==> src/rtl/seq_pkg.sv <==
// Shared constants, state type and default pattern table for the sequence player.
// Used by seq_rom and seq_player.
package seq_pkg;

    localparam int SEQ_LEN_DEF = 8;
    localparam int NUM_SEQ_DEF = 8;

    typedef enum logic [1:0] {
        IDLE = 2'd0,
        PLAY = 2'd1,
        DONE = 2'd2
    } seq_state_e;

    // Entry 0 sits in the least-significant slice, entry 7 in the most-significant.
    localparam logic [NUM_SEQ_DEF-1:0][SEQ_LEN_DEF-1:0] SEQ_TABLE_DEF = {
        8'b10111110, 8'b10111011, 8'b10111000, 8'b10101011,
        8'b01010101, 8'b10010101, 8'b00000001, 8'b11110111
    };

    // Counter width that stays at least one bit for a range of a single value.
    function automatic int cnt_width(input int n);
        return (n > 1) ? $clog2(n) : 1;
    endfunction

endpackage

==> src/rtl/seq_rom.sv <==
// Combinational pattern table: returns the SEQ_LEN-bit word stored at addr.
module seq_rom
    import seq_pkg::*;
#(
    parameter int SEQ_LEN = SEQ_LEN_DEF,
    parameter int NUM_SEQ = NUM_SEQ_DEF,
    parameter logic [NUM_SEQ-1:0][SEQ_LEN-1:0] TABLE = (NUM_SEQ*SEQ_LEN)'(SEQ_TABLE_DEF)
) (
    input  logic [$clog2(NUM_SEQ)-1:0] addr,
    output logic [SEQ_LEN-1:0]         data
);

    assign data = TABLE[addr];

endmodule

==> src/rtl/seq_player.sv <==
// Serial pattern player: loads a table word on start and shifts it out MSB first,
// each bit held TICK_DIV cycles. Optional repeat playback under SEQ_PLAYER_LOOP_EN.
//
// state | meaning
// IDLE  | waiting for start; outputs low, cur_index holds last latched value
// PLAY  | shifting the loaded word out, busy high
// DONE  | one-cycle done pulse, then back to IDLE
module seq_player
    import seq_pkg::*;
#(
    parameter int SEQ_LEN  = SEQ_LEN_DEF,
    parameter int NUM_SEQ  = NUM_SEQ_DEF,
    parameter int TICK_DIV = 4,
    parameter logic [NUM_SEQ-1:0][SEQ_LEN-1:0] SEQ_TABLE = (NUM_SEQ*SEQ_LEN)'(SEQ_TABLE_DEF)
) (
    input  logic                       clk,
    input  logic                       rst,
    input  logic                       start,
    input  logic [$clog2(NUM_SEQ)-1:0] index,
    input  logic                       loop,
    output logic                       bit_out,
    output logic                       busy,
    output logic                       done,
    output logic [$clog2(NUM_SEQ)-1:0] cur_index
);

    localparam int IW = $clog2(NUM_SEQ);
    localparam int TW = cnt_width(TICK_DIV);
    localparam int BW = cnt_width(SEQ_LEN);
    localparam logic [TW-1:0] TICK_LAST = TW'(TICK_DIV - 1);
    localparam logic [BW-1:0] BIT_LAST  = BW'(SEQ_LEN - 1);

    seq_state_e         state_q, state_d;
    logic [TW-1:0]      tick_q, tick_d;
    logic [BW-1:0]      bit_q, bit_d;
    logic [SEQ_LEN-1:0] shreg_q, shreg_d;
    logic [IW-1:0]      cur_index_q, cur_index_d;
    logic [IW-1:0]      rom_addr;
    logic [SEQ_LEN-1:0] rom_data;
    logic               loop_ok;

    // The ROM is only consulted when loading, so a looping pass re-reads the latched index.
    assign rom_addr = (state_q == IDLE) ? index : cur_index_q;

    seq_rom #(
        .SEQ_LEN (SEQ_LEN),
        .NUM_SEQ (NUM_SEQ),
        .TABLE   (SEQ_TABLE)
    ) u_rom (
        .addr (rom_addr),
        .data (rom_data)
    );

`ifdef SEQ_PLAYER_LOOP_EN
    assign loop_ok = loop;
`else
    logic loop_unused;
    assign loop_unused = loop;
    assign loop_ok     = 1'b0;
`endif

    always_ff @(posedge clk or posedge rst) begin
        if (rst) begin
            state_q     <= IDLE;
            tick_q      <= '0;
            bit_q       <= '0;
            shreg_q     <= '0;
            cur_index_q <= '0;
        end else begin
            state_q     <= state_d;
            tick_q      <= tick_d;
            bit_q       <= bit_d;
            shreg_q     <= shreg_d;
            cur_index_q <= cur_index_d;
        end
    end

    always_comb begin
        state_d     = state_q;
        tick_d      = tick_q;
        bit_d       = bit_q;
        shreg_d     = shreg_q;
        cur_index_d = cur_index_q;
        case (state_q)
            IDLE: begin
                if (start) begin
                    state_d     = PLAY;
                    cur_index_d = index;
                    shreg_d     = rom_data;
                    tick_d      = '0;
                    bit_d       = '0;
                end
            end
            PLAY: begin
                if (tick_q == TICK_LAST) begin
                    tick_d = '0;
                    if (bit_q == BIT_LAST) begin
                        bit_d = '0;
                        if (loop_ok) begin
                            shreg_d = rom_data;
                        end else begin
                            shreg_d = '0;
                            state_d = DONE;
                        end
                    end else begin
                        bit_d   = bit_q + 1'b1;
                        shreg_d = {shreg_q[SEQ_LEN-2:0], 1'b0};
                    end
                end else begin
                    tick_d = tick_q + 1'b1;
                end
            end
            DONE: begin
                state_d = IDLE;
            end
            default: begin
                state_d = IDLE;
            end
        endcase
    end

    assign busy      = (state_q == PLAY);
    assign done      = (state_q == DONE);
    assign bit_out   = busy & shreg_q[SEQ_LEN-1];
    assign cur_index = cur_index_q;

endmodule

==> config.mk <==
export PLATFORM = sky130hd
export DESIGN_NAME = seq_player
export DESIGN_NICKNAME = d
export VERILOG_FILES = /design/src/rtl/seq_pkg.sv /design/src/rtl/seq_rom.sv /design/src/rtl/seq_player.sv
export SDC_FILE = /design/constraint.sdc
export NUM_CORES = 1
export LEC_CHECK = 0
export ABC_AREA = 1
export CAP_MARGIN = 20
export CORE_MARGIN = 1.5
export CORE_UTILIZATION = 53
export CTS_CLUSTER_DIAMETER = 60
export DETAILED_ROUTE_END_ITERATION = 6
export PLACE_DENSITY = 0.77
export SLEW_MARGIN = 10
export SYNTH_ARGS = -nofsm -noshare
export SYNTH_HDL_FRONTEND = slang
export SYNTH_SLANG_ARGS = --single-unit
export TNS_END_PERCENT = 20
==> constraint.sdc <==
create_clock -name clk -period 1.6 [get_ports clk]
set_input_delay 0.24 -clock clk [delete_from_list [all_inputs] [get_ports clk]]
set_output_delay 0.24 -clock clk [all_outputs]
set_load 0.01 [all_outputs]
==> summary.txt <==
Status
  • Outcome: finished, final reports clean

GRT
  • Initial antenna violation count: 0
  • Vias in the first global route: 830
  • Grt total ovfl: 0
  • First-pass GRT wire length: about 3600 µm
  • Largest net degree at the start of global routing: 19
  • GRT Resource Usage Total: 0.233

Clocking
  • H-tree Lvls: 1
  • CTS Sinks: 18
  • CTS tree: yes
  • CTS buffer count: 3
  • Clock transition at path regs: 110 ps
  • Clock Tree Root: clkbuf_4
  • Clock Tree Buf Depth: 2
  • Worst skew pair latency: 290 ps

Pwr
  • VDD IR max: just under 0.0008 V
  • Static leakage: 0.000739 µW
  • Power Density: 1510 nW/µm²

Route
  • DR DRC count: 0
  • Via Count: a little under 1000
  • M1 WL: ~1100 µm
  • Routed wire per std cell: 11.9 µm
  • Metal3 WL: approximately 36 µm
  • DRT Wirelength: between 2000 and 2500 µm
  • Uppermost layer routed: met4
  • Initial DRC count: 20
  • DRT Pass-1 Iters: 6
  • DR vias/cell: between 4 and 5
  • Met2 WL: about 1200 µm
  • Final ANT Viol Nets: 0

Placed design
  • Number of buffers added on ports: 11
  • RePlAce Congestion: ~0.86
  • Post-DP HPWL: about 1600 µm
  • Dpl cells: between 150 and 200

Yosys
  • Yosys top cell by area: dfrtp_1
  • Synth cell types: 17
  • Synth top area share: 0.429
  • Post-Syn Area: ~1000 µm²
  • Mapped Cells: roughly 150
  • Yosys warning count: 0
  • Mapped Nets: between 150 and 200
  • #FFs+latches synth: 18
  • Post-synthesis sequential area ratio: 0.429
  • Top post-synthesis cells by area: dfrtp_1 43%, nand2_1 20%, ha_1 7.2%
  • Syn avg cell area: 7.24 µm²

Timing
  • Final hold vios: 0
  • Slew Limit Fails: 0
  • Crit path time final: around 1600 ps
  • Endpoints failing setup: 0
  • Relative slew slack: 0.790
  • Clock skew: 1.69 ps
  • Fmax: 0.628 GHz
  • Slew @ Worst Pin: between 300 and 400 ps
  • WHS: around 270 ps
  • Final worst-path cycle share: 0.994
  • Final TNS setup: 0 ps
  • RSZ-0062 raised after global routing: yes

Layout
  • Most common cell after layout, fill and taps aside: nand2_1
  • Non-Filler Instances: 195
  • Layout cells sized above 1: 0.212
  • Final #Nets: 184
  • Antenna diodes: 0
  • Most frequent cells in the layout: 54 x nand2_1, 16 x inv_1, 16 x dfrtp_1
  • Area delta synth->final: 27.7%

Critical path
  • Critical Path End Type: register
  • Critical Path Start Type: register
  • Top fanout value on the critical path: 6
  • R2R setup slack: between 8 and 9 ps
  • Data arrival, critical path: 1820 ps
  • Crit path kind: register to register
  • Critical path required time: roughly 1800 ps

Hold path
  • Hold crit path type: input pin to async pin

Job
  • Max Cap Viol: 0

Die
  • Floorplan core area: 1800 µm²
  • Die area: around 2300 µm²
  • Rows: 15
  • DIE HEIGHT: about 48 µm
  • IO Count: 13
  • Initial core utilization: 0.583
  • Die width: around 48 µm
layout make-up:
| class | instances | area (µm²) |
|---|---|---|
| repair buffers | 22 | 196 |
| clock buffers | 4 | 36.3 |
| flip-flops and latches | 18 | 453 |
| multi-input cells | 105 | 544 |
| fillers | 146 | 462 |
| well taps | 25 | 31.3 |
| inverters | 21 | 78.8 |
cells in the mapped netlist:
master / count
ha_1: 6
nand2_1: 57
nand2_2: 4
o21a_1: 1
inv_1: 20
nor2_4: 2
o21ai_0: 2
nor2_2: 1
dfrtp_1: 18
a21oi_1: 4
nand3_1: 10
buf_6: 1
nor2_1: 14
inv_2: 1
nand3b_1: 1
o21ai_1: 2
o21ai_2: 1
power by group:
part	leakage (µW)	internal [µW]	switching [µW]
Combinational	0.000499	425	577
Sequential	0.000219	632	105
Clock	0.0000210	139	148
worst paths after layout:
check / cells past startpoint / endpoint / start
hold reg to reg: 2 / shreg_q[5] / shreg_q[5]
max in group asynchronous: 3 / state_q[1] / rst
hold / removal: 3 / shreg_q[0] / rst
setup reg to reg: 10 / shreg_q[6] / state_q[1]
setup / recovery: 10 / shreg_q[6] / state_q[1]
min in group clk: 2 / shreg_q[5] / shreg_q[5]
registers in the layout, summed over array words and instances, names as in the netlist:
| signal | flops |
|---|---|
| bit_q | 3 |
| tick_q | 2 |
| cur_index | 3 |
| shreg_q | 8 |
| state_q | 2 |
stage by stage:
step,utilization,cell area (µm²),worst slack (ps),power [µW]
floorplan,-,1050,146,1410
global placement,0.676,1220,57.9,1610
global route,0.744,1340,-74.3,2220
CTS,0.705,1270,-36.8,1940
detailed placement,0.676,1220,-35.5,1660
finish,0.744,1340,8.89,2020
logic make-up (layout without fill, tap and decap cells):
kind of cell	count (synthesis)	after routing	share of synthesized area
simple gates	89	89	0.360
flops	18	18	0.429
buf+inv	22	47	0.0858
fa+ha+maj	6	6	0.0715
compound gates	10	10	0.0536
layer usage:
metal | up-vias | GRT usage
met5 | - | 0
met4 | 0 | 0.100
met3 | 2 | 0.0453
met2 | 9 | 0.392
met1 | 458 | 0.290
li1 | 496 | -
timing repair:
item,4_1_cts,5_1_grt
pin swaps,1,11
endpoints found under the hold margin,0,0
buffers inserted,2,4
hold buffers,0,0
endpoints found under the setup margin,4,5
gates resized for setup,6,12
critical path: stages, from the launching register on:
cell     delay [ps]
dfrtp_2         450
buf_6           130
nor2_4          170
nand2_1          80
nand2_1          90
inv_2            80
ha_4            260
nand2_2          40
nor2_2           80
nor2_1           50
nor2_1          100
Power figures use the tool's default switching activity.
